[src/rtl/imhotep_pkg.sv]
// Shared types and constants for the Imhotep core memory arbiter.
// Round-robin arbitration is selected by defining IMHOTEP_ARB_RR_EN.
package imhotep_pkg;

  localparam int unsigned XLEN         = 32;
  localparam int unsigned MEM_BE_WIDTH = XLEN / 8;

  typedef enum logic [1:0] {
    ARB_IDLE = 2'd0,
    ARB_REQ  = 2'd1,
    ARB_WAIT = 2'd2
  } arb_state_e;

  typedef enum logic {
    ARB_SRC_IF  = 1'b0,
    ARB_SRC_LSU = 1'b1
  } arb_src_e;

  function automatic arb_src_e arb_other(input arb_src_e src);
    arb_src_e res;
    if (src == ARB_SRC_IF) begin
      res = ARB_SRC_LSU;
    end else begin
      res = ARB_SRC_IF;
    end
    return res;
  endfunction

endpackage

[src/rtl/imhotep_arb_chk.sv]
// Protocol checker for the memory arbiter handshakes.
module imhotep_arb_chk (
  input logic clk_i,
  input logic rst_ni,
  input logic mem_req_i,
  input logic mem_gnt_i,
  input logic mem_rvalid_i,
  input logic if_gnt_i,
  input logic lsu_gnt_i,
  input logic if_rvalid_i,
  input logic lsu_rvalid_i
);

  // Memory must respond at least one cycle after accepting the request.
  a_no_rvalid_with_gnt: assert property (@(posedge clk_i) disable iff (!rst_ni)
    !(mem_req_i && mem_gnt_i && mem_rvalid_i));

  a_single_gnt: assert property (@(posedge clk_i) disable iff (!rst_ni)
    !(if_gnt_i && lsu_gnt_i));

  a_single_rvalid: assert property (@(posedge clk_i) disable iff (!rst_ni)
    !(if_rvalid_i && lsu_rvalid_i));

endmodule

[src/rtl/imhotep_arb_pick.sv]
// Combinational winner select between fetch and LSU requests.
// IMHOTEP_ARB_RR_EN switches contention from fixed LSU priority to round-robin.
module imhotep_arb_pick
  import imhotep_pkg::*;
(
  input  logic     if_req_i,
  input  logic     lsu_req_i,
  input  arb_src_e last_grant_i,
  output arb_src_e winner_o,
  output logic     valid_o
);

`ifdef IMHOTEP_ARB_RR_EN
  arb_src_e contend_winner_s;
  assign contend_winner_s = arb_other(last_grant_i);
`else
  arb_src_e contend_winner_s;
  logic     unused_last_grant_s;
  assign contend_winner_s    = ARB_SRC_LSU;
  assign unused_last_grant_s = last_grant_i;
`endif

  // Winner selection; only the contended case depends on the policy.
  always_comb begin
    valid_o  = if_req_i | lsu_req_i;
    winner_o = ARB_SRC_IF;
    case ({lsu_req_i, if_req_i})
      2'b01:   winner_o = ARB_SRC_IF;
      2'b10:   winner_o = ARB_SRC_LSU;
      2'b11:   winner_o = contend_winner_s;
      default: winner_o = ARB_SRC_IF;
    endcase
  end

endmodule

[src/rtl/imhotep_mem_arbiter.sv]
// Shares one memory port between instruction fetch and the LSU, one transaction in flight.
// Define IMHOTEP_ARB_RR_EN for round-robin arbitration instead of fixed LSU priority.
module imhotep_mem_arbiter #(
  parameter int unsigned XLEN     = imhotep_pkg::XLEN,
  parameter int unsigned BE_WIDTH = XLEN / 8
) (
  input  logic                clk_i,
  input  logic                rst_ni,
  input  logic                if_req_i,
  input  logic [XLEN-1:0]     if_addr_i,
  output logic                if_gnt_o,
  output logic                if_rvalid_o,
  output logic [XLEN-1:0]     if_rdata_o,
  input  logic                lsu_req_i,
  input  logic                lsu_we_i,
  input  logic [BE_WIDTH-1:0] lsu_be_i,
  input  logic [XLEN-1:0]     lsu_addr_i,
  input  logic [XLEN-1:0]     lsu_wdata_i,
  output logic                lsu_gnt_o,
  output logic                lsu_rvalid_o,
  output logic [XLEN-1:0]     lsu_rdata_o,
  output logic                mem_req_o,
  output logic                mem_we_o,
  output logic [BE_WIDTH-1:0] mem_be_o,
  output logic [XLEN-1:0]     mem_addr_o,
  output logic [XLEN-1:0]     mem_wdata_o,
  input  logic                mem_gnt_i,
  input  logic                mem_rvalid_i,
  input  logic [XLEN-1:0]     mem_rdata_i,
  output logic                busy_o
);
  import imhotep_pkg::*;

  arb_state_e          state_q, state_d;
  arb_src_e            owner_q, owner_d;
  logic                cmd_we_q, cmd_we_d;
  logic [BE_WIDTH-1:0] cmd_be_q, cmd_be_d;
  logic [XLEN-1:0]     cmd_addr_q, cmd_addr_d;
  logic [XLEN-1:0]     cmd_wdata_q, cmd_wdata_d;

  arb_src_e last_grant_s;
  arb_src_e pick_winner_s;
  logic     pick_valid_s;
  logic     load_s;
  logic     gnt_s;
  logic     rsp_s;

  imhotep_arb_pick u_pick (
    .if_req_i     (if_req_i),
    .lsu_req_i    (lsu_req_i),
    .last_grant_i (last_grant_s),
    .winner_o     (pick_winner_s),
    .valid_o      (pick_valid_s)
  );

  assign gnt_s = (state_q == ARB_REQ) & mem_gnt_i;
  assign rsp_s = (state_q == ARB_WAIT) & mem_rvalid_i;

`ifdef IMHOTEP_ARB_RR_EN
  arb_src_e last_grant_q, last_grant_d;

  // Remember who was granted last so contention alternates.
  always_comb begin
    if (gnt_s) begin
      last_grant_d = owner_q;
    end else begin
      last_grant_d = last_grant_q;
    end
  end

  // Last-grant register.
  always_ff @(posedge clk_i or negedge rst_ni) begin
    if (!rst_ni) begin
      last_grant_q <= ARB_SRC_IF;
    end else begin
      last_grant_q <= last_grant_d;
    end
  end

  assign last_grant_s = last_grant_q;
`else
  assign last_grant_s = ARB_SRC_IF;
`endif

  // Next state; arbitration happens in IDLE or on the response cycle in WAIT.
  always_comb begin
    state_d = state_q;
    load_s  = 1'b0;
    case (state_q)
      ARB_IDLE: begin
        if (pick_valid_s) begin
          state_d = ARB_REQ;
          load_s  = 1'b1;
        end else begin
          state_d = ARB_IDLE;
        end
      end
      ARB_REQ: begin
        if (mem_gnt_i) begin
          state_d = ARB_WAIT;
        end else begin
          state_d = ARB_REQ;
        end
      end
      ARB_WAIT: begin
        if (mem_rvalid_i && pick_valid_s) begin
          state_d = ARB_REQ;
          load_s  = 1'b1;
        end else if (mem_rvalid_i) begin
          state_d = ARB_IDLE;
        end else begin
          state_d = ARB_WAIT;
        end
      end
      default: begin
        state_d = ARB_IDLE;
      end
    endcase
  end

  // Command capture for the winner; fetches are always full-word reads.
  always_comb begin
    owner_d     = owner_q;
    cmd_we_d    = cmd_we_q;
    cmd_be_d    = cmd_be_q;
    cmd_addr_d  = cmd_addr_q;
    cmd_wdata_d = cmd_wdata_q;
    if (load_s) begin
      owner_d = pick_winner_s;
      if (pick_winner_s == ARB_SRC_LSU) begin
        cmd_we_d    = lsu_we_i;
        cmd_be_d    = lsu_be_i;
        cmd_addr_d  = lsu_addr_i;
        cmd_wdata_d = lsu_wdata_i;
      end else begin
        cmd_we_d    = 1'b0;
        cmd_be_d    = {BE_WIDTH{1'b1}};
        cmd_addr_d  = if_addr_i;
        cmd_wdata_d = {XLEN{1'b0}};
      end
    end else begin
      owner_d = owner_q;
    end
  end

  // State, owner and command registers.
  always_ff @(posedge clk_i or negedge rst_ni) begin
    if (!rst_ni) begin
      state_q     <= ARB_IDLE;
      owner_q     <= ARB_SRC_IF;
      cmd_we_q    <= 1'b0;
      cmd_be_q    <= {BE_WIDTH{1'b0}};
      cmd_addr_q  <= {XLEN{1'b0}};
      cmd_wdata_q <= {XLEN{1'b0}};
    end else begin
      state_q     <= state_d;
      owner_q     <= owner_d;
      cmd_we_q    <= cmd_we_d;
      cmd_be_q    <= cmd_be_d;
      cmd_addr_q  <= cmd_addr_d;
      cmd_wdata_q <= cmd_wdata_d;
    end
  end

  assign mem_req_o   = (state_q == ARB_REQ);
  assign mem_we_o    = cmd_we_q;
  assign mem_be_o    = cmd_be_q;
  assign mem_addr_o  = cmd_addr_q;
  assign mem_wdata_o = cmd_wdata_q;
  assign busy_o      = (state_q != ARB_IDLE);

  // Grant and response go only to the registered owner.
  assign if_gnt_o     = gnt_s & (owner_q == ARB_SRC_IF);
  assign lsu_gnt_o    = gnt_s & (owner_q == ARB_SRC_LSU);
  assign if_rvalid_o  = rsp_s & (owner_q == ARB_SRC_IF);
  assign lsu_rvalid_o = rsp_s & (owner_q == ARB_SRC_LSU);
  assign if_rdata_o   = mem_rdata_i;
  assign lsu_rdata_o  = mem_rdata_i;

  imhotep_arb_chk u_chk (
    .clk_i        (clk_i),
    .rst_ni       (rst_ni),
    .mem_req_i    (mem_req_o),
    .mem_gnt_i    (mem_gnt_i),
    .mem_rvalid_i (mem_rvalid_i),
    .if_gnt_i     (if_gnt_o),
    .lsu_gnt_i    (lsu_gnt_o),
    .if_rvalid_i  (if_rvalid_o),
    .lsu_rvalid_i (lsu_rvalid_o)
  );

endmodule

[config.mk]
export PLATFORM = sky130hd
export DESIGN_NAME = imhotep_mem_arbiter
export DESIGN_NICKNAME = d
export VERILOG_FILES = /design/src/rtl/imhotep_pkg.sv /design/src/rtl/imhotep_arb_chk.sv /design/src/rtl/imhotep_arb_pick.sv /design/src/rtl/imhotep_mem_arbiter.sv
export SDC_FILE = /design/constraint.sdc
export NUM_CORES = 1
export LEC_CHECK = 0
export CORE_AREA = 5 5 123 125
export CTS_CLUSTER_DIAMETER = 200
export CTS_CLUSTER_SIZE = 24
export DETAILED_ROUTE_END_ITERATION = 16
export DIE_AREA = 0 0 128 130
export GPL_ROUTABILITY_DRIVEN = 0
export PLACE_DENSITY = 0.69
export SETUP_SLACK_MARGIN = 0.2
export SYNTH_ARGS = -nofsm -noshare
export SYNTH_HDL_FRONTEND = slang
export SYNTH_SLANG_ARGS = --single-unit
[constraint.sdc]
create_clock -name clk_i -period 2.45 [get_ports clk_i]
set_input_delay 0.3675 -clock clk_i [delete_from_list [all_inputs] [get_ports clk_i]]
set_output_delay 0.3675 -clock clk_i [all_outputs]
set_load 0.02 [all_outputs]
==> flow_summary.toml, run 1 <==
[status]
outcome = "completed"

[die]
core_area_um2 = 13770
die_x_um = 128
io_pins = 278
start_util = 0.2954
fp.dieH_um = 130
dieArea_um2 = 16640
rows = 43

[global_routing]
antenna_found_initial = 0
grt_pass1_wl_um = 15770
grt_max_degree = 73
overflow = 0
grt_pass1_vias = 3068
grt.total_usage = 0.1213

[power_and_ir_drop]
peakVddDrop_uv = 543.8
p_leak_nw = 2.548
power_density_nw_per_um2 = 1240
power_mw = 7.195

[sta]
fin_crit_ps = 2134
clock_skew_ps = 6.236
tightest_slew_ps = 898.2
slew_viol_final = 0
tns_ps = 0
min_period_over_period = 0.8709
rsz0062_at_grt = "no"
final-setup-viol-count = 0
max_freq_mhz = 468.7
hold_viol_final = 0
fin_ws_ps = 316.2
slew_headroom = 0.4012
hold_slack_ps = 169.3

[layout]
layoutNonFillerInstCount = 639
final_util = 0.4214
synthToLayoutAreaGrowth_pct = 42.65
fin_nets = 594
fin_area_um2 = 5804
diodes = 0
layout-drive-gt1-share = 0.2048

[routing]
antenna_left = 0
drt_iter0_markers = 46
num_vias = 2689
drt_pass1_iterations = 4
wl_um = 10290
drc = 0
wire_per_inst_um = 16.10
via_per_inst = 4.208

[yosys]
synth_top_area_cell = "dfrtp_1"
synthTopCellsByArea = "dfrtp_1 44%, mux2_4 13%, buf_4 12%"
syn_nets = 477
ys_ff_latch = 72
yosys_warnings = 0
synth_area_um2 = 4069
syn_avg_cell_area_um2 = 12.04
synth_top_area_frac = 0.4428
synthCells = 338
synth.distinct_cells = 25
ys_seq_area_frac = 0.4428

[cts]
cts.path.max_buffers = 2
cts_root_buf = "clkbuf_16"
clk_latency_ps = 330
cts_buffers = 9
cts_tree = "yes"
htree_num_levels = 3
cts_hold_buffers = 0
cts_setup_buffers = 0
cts_resized = 1
cts_num_sinks = 72
path_clk_slew_ps = 50

[setup_path]
crit_arrival_ps = 1770
path_class = "reg2out"
crit_path_end_kind = "output pin"
path_max_fanout = 6
worst_path_largest_cell_delay_ps = 610
reg2regPathDepth = 4
slowest_stage = "clkdlybuf4s50_1"
r2r-start = "state_q[1]"
start_kind = "flop"
required_ps = 2080
r2r_end = "mem_addr_o[10]"
path_cells = "and2b_1 > nand2_1 > nor2_1 > clkdlybuf4s50_1"
r2r_slack_ps = 820

[placement]
dpl.hpwl_um = 7958
dp_cells = 624
placed_cell_area_um2 = 5518
pre_cts_ws_ps = 283.4
io_buffers = 181

[hold_path]
hp-class = "in2async"

[job]
cap_violations = 0
[layout make-up]
| class | instances | area, µm² |
|---|---|---|
| multi-input combinational | 153 | 1500 |
| inverter | 33 | 123.9 |
| clock inverter | 4 | 45.04 |
| clock buffer | 11 | 242.7 |
| fill | 1326 | 7969 |
| tap | 180 | 225.2 |
| timing repair buffer | 186 | 1866 |
| sequential | 72 | 1802 |
[synth_stat cells (all sizes together)]
library cell / number
dfrtp: 72
mux2i: 33
inv: 33
mux2: 69
a2bb2oi: 1
nand2: 34
nor3: 1
or2: 1
and2b: 1
nor2b: 2
o21ai: 1
nor3b: 1
nor2: 2
nand2b: 4
or2b: 1
and3: 1
and4b: 1
buf: 80
[cells by family after synthesis]
logic type,synth area share
compound gates,0.003382
buf+inv,0.1900
flops,0.4428
mux,0.3054
simple gates,0.05843
[worst max-delay path: cells and delay by family (launching register included)]
| kind | cells | cell delay [ps] |
|---|---|---|
| buf+inv | 1 | 610 |
| simple gates | 3 | 410 |
| flops | 1 | 420 |
[worst max-delay path by stage]
| stage | cells past startpoint | to | startpoint |
|---|---|---|---|
| 2_1_floorplan | 2 | if_rvalid_o | state_q[0] |
| 3_3_place_gp | 3 | if_rvalid_o | mem_rvalid_i |
| 3_5_place_dp | 3 | if_rvalid_o | mem_rvalid_i |
| 4_1_cts | 4 | if_gnt_o | state_q[1] |
| 5_1_grt | 4 | if_gnt_o | state_q[1] |
| 6_report | 4 | if_gnt_o | state_q[1] |
[power by group]
part           switching (mW)  total, mW  internal [mW]  leakage, nW
Combinational            1.69       3.75           2.07         1.53
Sequential              0.376       2.18           1.80        0.876
Clock                   0.459       1.26          0.804        0.145
[layout by cell type, fill, tap and decap left out, drive strengths merged]
| cell | instances |
|---|---|
| inv | 33 |
| bufinv | 1 |
| or2 | 1 |
| clkbuf | 11 |
| dlygate4sd2 | 1 |
| mux2i | 33 |
| or2b | 1 |
| and3 | 1 |
| dfrtp | 72 |
| nand2 | 34 |
| clkdlybuf4s50 | 178 |
| and2b | 1 |
| nor2b | 2 |
| and4b | 1 |
| nor3b | 1 |
| nand2b | 4 |
| buf | 7 |
| clkinv | 3 |
| nor2 | 2 |
| mux2 | 69 |
| a2bb2oi | 1 |
| o21ai | 1 |
| nor3 | 1 |
[state kept, by name, summed over array words and instances (netlist names)]
| signal | count |
|---|---|
| mem_be_o | 4 |
| state_q | 2 |
| owner_q | 1 |
| mem_addr_o | 32 |
| mem_we_o | 1 |
| mem_wdata_o | 32 |
[metal layers]
metal / global-route usage / share of wire
met5: 0 / 0
met1: 0.1259 / 0.36
met3: 0.06017 / 0.14
met2: 0.2073 / 0.48
met4: 0.05493 / 0.019
Note: power is estimated with default switching activity, not from simulation.
==> inputs of run 2 (changes only) <==
- HOLD_SLACK_MARGIN: unset -> 0.02
- PLACE_DENSITY: 0.69 -> 0.72
- clock period: 2.45 -> 1.85 ns (I/O delays scaled with it)
==> run 2 against run 1 <==
Against the previous run:
- final area up 4.1%
- register-to-register slack worse by 620 ps
- largest cell class unchanged
- combinational power up 43%
- die area unchanged
- critical path type is now in2reg
- via count up 5.2%
- total power up 37%
- sequential power up 31%
- cell count up 4.1%
==> flow_summary.toml, run 2 (synthesized netlist as in run 1, its figures left out) <==
[status]
outcome = "completed"

[cts]
cts_num_sinks = 72
clk_latency_ps = 330
cts_root_buf = "clkbuf_16"
path_clk_slew_ps = 60
cts_buffers = 9
htree_num_levels = 3
cts_tree = "yes"
cts.path.max_buffers = 2

[routing]
drt_pass1_iterations = 4
drt_iter0_markers = 60
antenna_left = 0
met3_length_um = 1304
drc = 0
num_vias = 2830
highest_layer = "met4"
via_per_inst = 4.256
wire_per_inst_um = 16.62
wl_um = 11050
met1Wirelength_um = 4209
met2WireLength_um = 5359

[die]
io_pins = 278
core_area_um2 = 13770
rows = 43
die_x_um = 128
fp.dieH_um = 130
dieArea_um2 = 16640
start_util = 0.2954

[global_routing]
grt_pass1_wl_um = 16520
grt_pass1_vias = 3135
grt.total_usage = 0.1265
antenna_found_initial = 0
overflow = 0
grt_max_degree = 39

[power_and_ir_drop]
power_mw = 9.870
peakVddDrop_uv = 685.0
p_leak_nw = 2.772
power_density_nw_per_um2 = 1634

[layout]
layout-drive-gt1-share = 0.2598
layoutNonFillerInstCount = 665
diodes = 0
fin_nets = 619
final_util = 0.4386
fin_area_um2 = 6041
final_cell_mix = "166 x clkdlybuf4s50_1, 72 x dfrtp_1, 36 x mux2_4"
final_common_cell = "clkdlybuf4s50_1"
synthToLayoutAreaGrowth_pct = 48.46

[placement]
dp_cells = 632
placed_cell_area_um2 = 5590
dpl.hpwl_um = 8163
pre_cts_ws_ps = -128.7
io_buffers = 181

[sta]
tightest_slew_ps = 521.9
fin_ws_ps = 196.1
tns_ps = 0
slew_viol_final = 0
slew_headroom = 0.6521
min_period_over_period = 0.8940
final-setup-viol-count = 0
clock_skew_ps = 6.025
hold_slack_ps = 455.2
rsz0062_at_grt = "yes"
hold_viol_final = 0
fin_crit_ps = 1654
max_freq_mhz = 604.6

[setup_path]
r2r-start = "state_q[1]"
required_ps = 2060
start_kind = "primary input"
path_max_fanout = 14
crit_arrival_ps = 1870
crit_path_end_kind = "flop"
cp-startpoint = "mem_rvalid_i"
path_class = "in2reg"

[job]
cap_violations = 0

[hold_path]
hp-class = "in2async"
[run 2: worst max-delay path, stage by stage]
cell             delay, ps
clkdlybuf4s50_1        560
nor2b_4                 70
nor3_4                 270
buf_4                  180
clkbuf_16              190
mux2_4                 310
[run 2: final timing paths]
| kind | to | depth (start not counted) | slack [ps] |
|---|---|---|---|
| worst min register to register | mem_addr_o[12] | 1 | 510 |
| worst min-delay path | mem_wdata_o[4] | 2 | 460 |
| worst max-delay path | mem_addr_o[16] | 6 | 200 |
| min in group clk_i | mem_addr_o[12] | 1 | 510 |
| worst max register to register | mem_addr_o[16] | 5 | 200 |
| max in group asynchronous | mem_addr_o[18] | 3 | 820 |
[run 2: per-layer routing]
metal | track usage | vias to the layer above
met5 | 0 | -
met1 | 0.1398 | 1316
met3 | 0.05935 | 18
met2 | 0.2113 | 185
met4 | 0.05119 | 0
li1 | - | 1311
[run 2: area by class of cell]
cell class | instances | area (µm²)
clock buffer | 11 | 252.7
clock inverter | 5 | 31.28
fill | 1294 | 7732
inverter | 33 | 123.9
multi-input combinational | 153 | 1505
sequential | 72 | 1802
tap | 180 | 225.2
timing repair buffer | 211 | 2101
[run 2: timing repair]
item | 4_1_cts | 5_1_grt
setup buffers | 1 | 14
gates resized for setup | 23 | 12
pin swaps | 0 | 1
endpoints found under the setup margin | 7 | 36
hold buffers | 1 | 0
hold endpoints to repair | 37 | 0
gates cloned | 0 | 1
[run 2: where the power goes]
part	leakage, nW	switching, mW	internal (mW)
combinational	1.76	2.37	3.02
sequential	0.876	0.479	2.39
clock	0.141	0.647	0.975
==> inputs of run 3 (changes only) <==
- RECOVER_POWER: unset -> 25
==> run 3 against run 2 <==
Against the previous run:
- sequential cell count unchanged
- wire length unchanged
- cell count stayed put
- sequential share of layout area is essentially flat
- worst hold slack improved by 50 ps
- fmax did not move
- non-clock buffer count is the same
- global-route usage unchanged
- utilization is essentially flat
- largest cell class unchanged
- setup slack is the same
==> flow_summary.toml, run 3 (synthesized netlist as in run 1, its figures left out) <==
[routing]
via_per_inst = 4.256
num_vias = 2830
wire_per_inst_um = 16.62
drt_pass1_iterations = 4
drt_iter0_markers = 57
wl_um = 11050
drc = 0
antenna_left = 0

[setup_path]
required_ps = 2060
r2r_end = "mem_addr_o[16]"
reg2regPathDepth = 5
path_class = "in2reg"
r2r_slack_ps = 200
start_kind = "primary input"
crit_path_end_kind = "flop"
crit_arrival_ps = 1870
path_max_fanout = 14
r2r-start = "state_q[1]"

[die]
dieArea_um2 = 16640
die_x_um = 128
core_area_um2 = 13770
io_pins = 278
fp.dieH_um = 130
start_util = 0.2954
rows = 43

[global_routing]
grt_max_degree = 39
grt_pass1_wl_um = 16520
met3_usage = 0.05935
antenna_found_initial = 0
overflow = 0
busiest_layer = "met2"
grt_pass1_vias = 3135
use_met1 = 0.1398
met2_usage = 0.2113
grt.total_usage = 0.1265

[sta]
rsz0062_at_grt = "yes"
slew_viol_final = 0
slew_headroom = 0.3264
final-setup-viol-count = 0
max_freq_mhz = 604.6
clock_skew_ps = 6.025
hold_viol_final = 0
min_period_over_period = 0.8940
fin_crit_ps = 1654
tightest_slew_ps = 1010

[hold_path]
hold_end = "mem_addr_o[12]"
hp-start = "mem_addr_o[12]"
hp-class = "reg2reg"
hold-path-cell-count = 1

[job]
cap_violations = 0

[power_and_ir_drop]
peakVddDrop_uv = 684.9
p_leak_nw = 2.772
power_mw = 9.869
power_density_nw_per_um2 = 1634

[layout]
diodes = 0
fin_nets = 619
layoutNonFillerInstCount = 665
fin_area_um2 = 6038
final_common_cell = "clkdlybuf4s50_1"
fill_cells = 1295
synthToLayoutAreaGrowth_pct = 48.40
final_cell_mix = "166 x clkdlybuf4s50_1, 72 x dfrtp_1, 36 x mux2_4"
layout-drive-gt1-share = 0.2598

[cts]
clk_latency_ps = 330
path_clk_slew_ps = 60
cts_root_buf = "clkbuf_16"
cts_tree = "yes"
cts.path.max_buffers = 2
cts_num_sinks = 72
cts_buffers = 9
htree_num_levels = 3

[placement]
dp_cells = 632
dpl.hpwl_um = 8163
io_buffers = 181
placed_cell_area_um2 = 5590

[status]
outcome = "completed"
run 3: cell types whose count changed in the layout (fill, tap and decap cells not counted), sizes merged:
cell    before  now
buf         34   33
clkbuf      12   13
run 3: metal layers:
metal,vias up,routed length (µm)
met5,-,0
met2,185,5358
met1,1316,4209
met3,18,1304
met4,0,178
li1,1311,-
run 3: cell type report:
cell class / instances / area, µm² / share of cell area
Timing Repair Buffer: 211 / 2098 / 0.3475
Multi-Input combinational cell: 153 / 1505 / 0.2493
Sequential cell: 72 / 1802 / 0.2984
Clock inverter: 5 / 31.28 / 0.005180
Clock buffer: 11 / 252.7 / 0.04186
Tap cell: 180 / 225.2 / 0.03730
Inverter: 33 / 123.9 / 0.02051
run 3: per-stage QoR:
| step | utilization | setup slack [ps] | hold slack (ps) | setup TNS (ps) |
|---|---|---|---|---|
| 6_report | 0.4384 | 196.1 | 505.6 | 0 |
| 5_1_grt | 0.4384 | 135.7 | 501.4 | 0 |
| 4_1_cts | 0.4268 | 138.9 | 466.2 | 0 |
| 3_5_place_dp | 0.4059 | -128.7 | 293.2 | -3425 |
| 3_3_place_gp | 0.4059 | -109.4 | 280.1 | -1882 |
| 2_1_floorplan | - | 405.4 | -18.09 | 0 |
run 3: worst max-delay path: stages:
cell and delay [ps]:
clkdlybuf4s50_1 560, nor2b_4 70, nor3_4 270, buf_4 180
clkbuf_16 190, mux2_4 310
run 3: how the worst max path moves through the flow:
stage	to	cells past startpoint	from
floorplan	if_rvalid_o	2	state_q[0]
global placement	if_rvalid_o	3	mem_rvalid_i
detailed placement	if_rvalid_o	3	mem_rvalid_i
CTS	if_rvalid_o	3	state_q[1]
global route	if_rvalid_o	3	state_q[1]
finish	mem_addr_o[16]	6	mem_rvalid_i
run 3: what timing repair did:
item | CTS | global route
hold buffers | 1 | 0
setup buffers | 1 | 14
pin swaps | 0 | 1
setup endpoints to repair | 7 | 36
cloned | 0 | 1
resized for setup | 23 | 12
hold endpoints to repair | 37 | 0
run 3: power by group:
| part | switching, mW | total, mW | internal [mW] |
|---|---|---|---|
| logic | 2.37 | 5.38 | 3.02 |
| registers | 0.479 | 2.86 | 2.39 |
| clock network | 0.647 | 1.62 | 0.975 |
| total | 3.49 | 9.87 | 6.38 |
